### src/rtl/mux4_rr_arbiter_pkg.sv
// Shared constants, state encoding and helpers for the 4-way round-robin mux arbiter.
package mux4_rr_arbiter_pkg;

  localparam int NUM_REQ = 4;
  localparam int SEL_W   = 2;
  localparam int DATA_W  = 4;
  localparam int CNT_W   = 4;

  localparam logic [0:0] ST_IDLE  = 1'b0;
  localparam logic [0:0] ST_GRANT = 1'b1;

  // Index to one-hot grant vector.
  function automatic logic [NUM_REQ-1:0] onehot4(input logic [SEL_W-1:0] idx);
    logic [NUM_REQ-1:0] v;
    v = '0;
    v[idx] = 1'b1;
    return v;
  endfunction

endpackage

### src/rtl/mux4_rr_arbiter_pick.sv
// Circular priority pick: first set request bit scanning from ptr upward, mod 4.
module rr_pick4
  import mux4_rr_arbiter_pkg::*;
(
  input  logic [NUM_REQ-1:0] req,
  input  logic [SEL_W-1:0]   ptr,
  output logic [SEL_W-1:0]   pick,
  output logic               any
);

  // Scan ptr, ptr+1, ptr+2, ptr+3; the 2-bit add wraps naturally.
  always_comb begin
    logic             found;
    logic [SEL_W-1:0] idx;
    pick  = '0;
    found = 1'b0;
    idx   = '0;
    for (int k = 0; k < NUM_REQ; k++) begin
      idx = ptr + SEL_W'(k);
      if (!found && req[idx]) begin
        pick  = idx;
        found = 1'b1;
      end
    end
  end

  assign any = |req;

endmodule

### src/rtl/mux4_rr_arbiter.sv
// Round-robin arbiter driving the select of a 4:1 x 4-bit mux, with registered
// grant, select, selected data and valid.
module mux4_rr_arbiter
  import mux4_rr_arbiter_pkg::*;
#(
  parameter int HOLD_CYCLES = 4
) (
  input  logic               CLK,
  input  logic               RST,
  input  logic [NUM_REQ-1:0] REQ,
  input  logic [DATA_W-1:0]  L0,
  input  logic [DATA_W-1:0]  L1,
  input  logic [DATA_W-1:0]  L2,
  input  logic [DATA_W-1:0]  L3,
  output logic [NUM_REQ-1:0] GNT,
  output logic [SEL_W-1:0]   SEL,
  output logic [DATA_W-1:0]  R,
  output logic               VALID
);

  logic [0:0]        state;
  logic [SEL_W-1:0]  ptr;
  logic [CNT_W-1:0]  cnt;

  logic              rotate;
  logic [SEL_W-1:0]  next_ptr;
  logic [SEL_W-1:0]  ptr_eff;
  logic [SEL_W-1:0]  pick;
  logic              any;
  logic [DATA_W-1:0] sel_data;

  // Current grantee gives up the path on release or hold expiry; the pointer
  // moves past it and the same edge re-arbitrates with the moved pointer.
  always_comb begin
    next_ptr = SEL + SEL_W'(1);
    rotate   = (state == ST_GRANT) &&
               (!REQ[SEL] || (cnt == CNT_W'(HOLD_CYCLES)));
    ptr_eff  = rotate ? next_ptr : ptr;
  end

  rr_pick4 u_pick (
    .req  (REQ),
    .ptr  (ptr_eff),
    .pick (pick),
    .any  (any)
  );

  // 4:1 data mux on the registered select.
  always_comb begin
    case (SEL)
      2'd0:    sel_data = L0;
      2'd1:    sel_data = L1;
      2'd2:    sel_data = L2;
      default: sel_data = L3;
    endcase
  end

  // Arbitration state, pointer, hold counter, grant and select.
  always_ff @(posedge CLK) begin
    if (RST) begin
      state <= ST_IDLE;
      ptr   <= '0;
      cnt   <= '0;
      GNT   <= '0;
      SEL   <= '0;
    end else if (state == ST_IDLE) begin
      if (any) begin
        state <= ST_GRANT;
        GNT   <= onehot4(pick);
        SEL   <= pick;
        cnt   <= CNT_W'(1);
      end
    end else if (!rotate) begin
      cnt <= cnt + CNT_W'(1);
    end else begin
      ptr <= next_ptr;
      if (any) begin
        GNT <= onehot4(pick);
        SEL <= pick;
        cnt <= CNT_W'(1);
      end else begin
        state <= ST_IDLE;
        GNT   <= '0;
        cnt   <= '0;
      end
    end
  end

  // Data register: capture the selected lane on every granted cycle.
  always_ff @(posedge CLK) begin
    if (RST) begin
      R     <= '0;
      VALID <= 1'b0;
    end else if (state == ST_GRANT) begin
      R     <= sel_data;
      VALID <= 1'b1;
    end else begin
      VALID <= 1'b0;
    end
  end

endmodule

### config.mk
export PLATFORM = sky130hd
export DESIGN_NAME = mux4_rr_arbiter
export DESIGN_NICKNAME = d
export VERILOG_FILES = /design/src/rtl/mux4_rr_arbiter_pkg.sv /design/src/rtl/mux4_rr_arbiter_pick.sv /design/src/rtl/mux4_rr_arbiter.sv
export SDC_FILE = /design/constraint.sdc
export NUM_CORES = 1
export LEC_CHECK = 0
export BUFFER_PORTS_ARGS = -buffer_cell sky130_fd_sc_hd__buf_2
export CAP_MARGIN = 10
export CORE_MARGIN = 4
export CORE_UTILIZATION = 50
export CTS_CLUSTER_SIZE = 10
export DETAILED_ROUTE_END_ITERATION = 7
export PLACE_DENSITY_LB_ADDON = 0.2
export SKIP_LAST_GASP = 1
export SYNTH_ARGS = -nofsm -noshare
export SYNTH_HDL_FRONTEND = slang
export SYNTH_SLANG_ARGS = --single-unit
### constraint.sdc
create_clock -name CLK -period 3.4 [get_ports CLK]
set_input_delay 1.02 -clock CLK [delete_from_list [all_inputs] [get_ports CLK]]
set_output_delay 1.02 -clock CLK [all_outputs]
set_load 0.01 [all_outputs]
After elaboration in Yosys (flattened, before gate mapping)
Cells that the tools add are included.
- register bits after elaboration: 18
- bits of input ports: 22
- output and inout port bits: 11
- logic and storage cells: 73
- add/sub/neg operators: 5
- order comparisons: 7
- equal/unequal tests: 4
- mux-type cells: 36
- reductions and logical operators: 14
- operators with widths (kind ; count):
    2-to-1 mux 4 bit ; 7
    less-than comparator 2 x 3 -> 1 bit, second input constant ; 6
    2-to-1 mux 2 bit ; 8
    2-to-1 mux 1 bit ; 14
    one-hot mux 4 bit (3 select lines) ; 1
    binary-select mux 1 bit (select 2 bit) ; 5
    logical AND 1 bit ; 5
    adder 2 x 1 -> 2 bit, second input constant ; 2
    adder 2 bit, second input constant ; 2
    adder 4 x 1 -> 4 bit, second input constant ; 1
    equality test 4 x 3 -> 1 bit, second input constant ; 1
    zero test 1 bit ; 4
    OR reduction 4 bit ; 1
    demux 1 bit (select 2 bit) ; 1
    equality test 2 x 1 -> 1 bit, second input constant ; 1
    equality test 2 bit, second input constant ; 1
    greater-or-equal comparator 2 x 1 -> 1 bit, second input constant ; 1
    zero test 2 bit ; 1
    inequality test 2 x 1 -> 1 bit, second input constant ; 1
    AND reduction 2 bit ; 1
    nonzero test 2 bit ; 1
    logical OR 1 bit ; 1

Logic depth before layout (Yosys ltp)
- depth after elaboration: 25
- mapped depth: 9
- mapped depth without buffers: 8

Modules after synthesis
A second synthesis with hierarchy kept.
- cells, all modules: 111
- area total of the unflattened synthesis: 994.7 um^2
- modules (own cells, without submodules) (module ; instances ; cells each ; area each (um^2) ; sequential area each (um^2)):
    mux4_rr_arbiter ; 1 ; 96 ; 917.1 ; 360.3
    rr_pick4 ; 1 ; 15 ; 77.6 ; 0.0

Worst setup path before layout
Ideal clock, no wire load.
- kind: input to register
- start point: input port REQ[0]
- end point: register GNT[3]
- setup time: 0.060 ns
- arrival: 2.685 ns
- data required time: 3.340 ns
- slack: 0.655 ns
- stages on the path: 8
- buffers on the path: 2
- cells stage by stage: clkbuf_1 mux2_2 nor3b_1 or2_1 buf_6 mux2_4 a211oi_4 a32o_2
- longest elaborated chain between the ends: 25
- elaborated cells between the ends (all ways): 43
- those cells by class: add/sub (3); order compare (2); eq/ne (1); mux (24); reduce/logical (13)
- RTL lines (element ; line ; text):
    start, declared ; mux4_rr_arbiter.sv:10 ; input logic [NUM_REQ-1:0] REQ,
    parallel branches: the longest is 25 deep, another holds adder 2 x 1 -> 2 bit ; - ;
    end signal, assigned ; mux4_rr_arbiter.sv:69 ; GNT <= onehot4(pick);
    end signal, assigned ; mux4_rr_arbiter.sv:78 ; GNT <= onehot4(pick);
    end, declared ; mux4_rr_arbiter.sv:15 ; output logic [NUM_REQ-1:0] GNT,
Parallel ways; which one is timed is not known. The select of a mux whose other input is x is not followed.
A chain may end at the register's enable or synchronous reset.

Worst setup path after layout
- start point: input port REQ[1]
- end point: register GNT[2]
Same word-level chain as after synthesis.

==> results.md <==
* Area delta synth->final at 17.21%
* Max Clk Rate at 377.8 MHz
* Sequential Area at 360.3 sq um
* Fin nets at 186
* Multi-input gate area at 695.7 sq um
* First-pass GRT wire length at 4588 um
* Avg Cell Area, Syn at 8.887 sq um
* 1st-iter DRT viols at 47
* Full die area at 3061 sq um
* H-tree Lvls at 1
* Slowest stage delay, CP at 0.35 ns
* Fraction of layout cells with a size suffix above 1 at 0.2930
* Drt drc at 0
* Slew Limit Headroom at 0.6327
* Hold Vio Cnt, Final at 0
* Seq/Total Area, Yosys at 0.3218
* Pwr Total at 0.5740 mW
* Clock latency on the worst-skew pair at 0.30 ns
* P_leak at 0.5822 nW
* Die height at 55.33 um
* Net Count, Synth at 154
* GR Util All Layers at 0.1817
* Hold_ws at 0.4642 ns
* Initial antenna violation count at 0
* Pin count of the biggest net entering global routing at 16
* Gpl congestion at 0.8606
* Asr flop ratio synth at 0
* CTS tree: built
* Cts hold-fix bufs at 0
* Count of pins over their slew limit at 0
* Final period utilization at 0.7786
* Longest Clk Path Bufs at 2
* Netlist cell types at 43
* Clk sink count at 18
* YS warnings at 0
* Place WS at 0.4464 ns
* CTS resizes at 0
* # diodes at 0
* Worst path required time at 3.65 ns
* Routed vias at 1086
* WL/cell at 14.52 um
* Initial Utilization at 0.5484
* Number of CTS-inserted buffers at 3
* Number of post-CTS setup repair buffers at 0
* Top cell family by delay on the critical path: multiplexers
* Worst setup endpoint: GNT[2]$_SDFFE_PP0P_
* Register bit total from synthesis at 18
* Levels on crit path at 7
* Crit-path max FO at 7
* Netlist Area Pre-Place at 1120 sq um
* IO Pins at 33
* Worst path bufs/invs at 1
* Status: finished, final reports clean
* Row Count at 16
* VDD IR max at 0.4145 mV
* Final critical-path required period at 2.647 ns
* Root Driver: clkbuf_4
* Most frequent cells in the layout: buf_2, dfxtp_1, nand2_1
* Commonest non-fill, non-tap cell in the layout: buf_2
* Filler Cells Inserted at 186
* Pre-antenna DRT Iters at 4
* Reg-to-reg setup timing slack at 0.90 ns
* Number of synthesized flops with an enable pin at 0
* Syn Inst Count at 126
* Clock Skew at 0.01046 ns
* Core box area at 2042 sq um
* Routed Wire Length at 2671 um
* Vias in the first global route at 1048
* Critical path cell sequence: buf_2, mux2_2, nor3b_1, or2_1, mux2_4, a211oi_4, a32o_2
* CP Capture Type: flop
* Setup_tns at 0 ns
* CP Launch Type: input port
* Endpoints failing setup at 0
* Hpwl dp at 2072 um
* CP arrival at 2.90 ns
* Worst-Margin Slew at 0.5460 ns
* Antenna-violating nets left at 0
* RSZ-0062 raised after global routing: no
* Most used flip-flop cell after synthesis: dfxtp_1
* Max Cap Violations at 0
* Die Wd at 55.33 um
* Crit path from: REQ[1]
* Clock slew at reported path FFs at 0.11 ns
* Crit Path Class: input port to flop
* Slowest-stage cell, CP: mux2_4
* Vias per inst at 5.902
* R2r worst-path depth at 6
* Critical R2R Launch: SEL[0]$_SDFFE_PP0P_
* Worst Hold Class: flop to flop
* Power Density at 437.3 nW/um^2
* Reg-to-Reg End: GNT[2]$_SDFFE_PP0P_
* IO buf count at 32
* Total gr overflow at 0
* Setup ws final at 0.7528 ns
==> cells in the mapped netlist, types with 2 or more instances <==
library cell  instances  area (sq um)
nand2_1              15         56.30
o31ai_1               2         15.01
o2111ai_1             2         17.52
nor2b_1               2         12.51
a222oi_1              4         40.04
nor3_1                2         10.01
a31oi_1               2         12.51
and2_1                2         12.51
nor2_1               12         45.04
inv_1                 7         26.28
ha_1                  6         75.07
a32o_2                2         22.52
a211oi_1              2         15.01
mux2i_1               5         50.05
a21oi_1               5         25.02
dfxtp_1              18         360.4
o21ai_0               9         45.04
clkbuf_1              2         7.510
nand3b_1              2         15.01
buf_6                 2         22.52
==> through the flow <==
stage | util | instance area, sq um | instances
6_report | 0.6428 | 1313 | 184
5_1_grt | 0.6428 | 1313 | 184
4_1_cts | 0.6428 | 1313 | 184
3_5_place_dp | 0.6250 | 1276 | 180
3_3_place_gp | 0.6250 | 1276 | 180
2_1_floorplan | - | 1120 | 126
==> worst reg2reg max path, cell delays in order, from the launching register on <==
cell,delay (ns)
dfxtp_1,0.61
mux2_2,0.42
nor3b_1,0.24
or2_1,0.34
mux2_4,0.35
a211oi_4,0.30
a32o_2,0.21
==> kinds of logic (layout without fill, tap and decap cells) <==
family	Yosys count	after routing	synth area share
mux	8	8	0.08044
simple gates	43	43	0.1866
compound gates	39	39	0.2872
flops	18	18	0.3218
fa+ha+maj	6	6	0.06704
buf+inv	12	43	0.05699
==> where the power goes <==
part | internal (mW) | switching, mW | leakage (nW)
sequential | 0.232 | 0.0248 | 0.148
combinational | 0.0838 | 0.101 | 0.413
clock | 0.0653 | 0.0671 | 0.0210
total | 0.381 | 0.193 | 0.582
==> registers in the layout, indices dropped and copies added (netlist names) <==
signal	flops
VALID	1
SEL	2
state	1
cnt	4
GNT	4
ptr	2
R	4
==> worst min-delay path by stage <==
stage / end / slack, ns / from / depth (start not counted)
3_3_place_gp: GNT[1]$_SDFFE_PP0P_ / 0.43 / GNT[1]$_SDFFE_PP0P_ / 2
2_1_floorplan: cnt[3]$_SDFFE_PP0P_ / 0.46 / cnt[3]$_SDFFE_PP0P_ / 2
5_1_grt: GNT[1]$_SDFFE_PP0P_ / 0.49 / GNT[1]$_SDFFE_PP0P_ / 2
4_1_cts: GNT[1]$_SDFFE_PP0P_ / 0.47 / GNT[1]$_SDFFE_PP0P_ / 2
6_report: GNT[1]$_SDFFE_PP0P_ / 0.46 / GNT[1]$_SDFFE_PP0P_ / 2
3_5_place_dp: GNT[1]$_SDFFE_PP0P_ / 0.44 / GNT[1]$_SDFFE_PP0P_ / 2
==> final cells by class <==
| type | instances | area share |
|---|---|---|
| clock buffers | 4 | 0.02765 |
| inverters | 7 | 0.02002 |
| multi-input cells | 96 | 0.5300 |
| flip-flops and latches | 18 | 0.2745 |
| well taps | 27 | 0.02574 |
| repair buffers | 32 | 0.1220 |
==> per-layer routing <==
| layer | vias to the layer above | GRT usage | share of wire |
|---|---|---|---|
| met4 | 0 | 0.1007 | 0.015 |
| met5 | - | 0 | 0 |
| met2 | 41 | 0.2990 | 0.48 |
| met1 | 504 | 0.2141 | 0.43 |
| met3 | 4 | 0.04429 | 0.081 |
| li1 | 537 | - | - |
No activity file was read; power rests on OpenSTA's default activity.
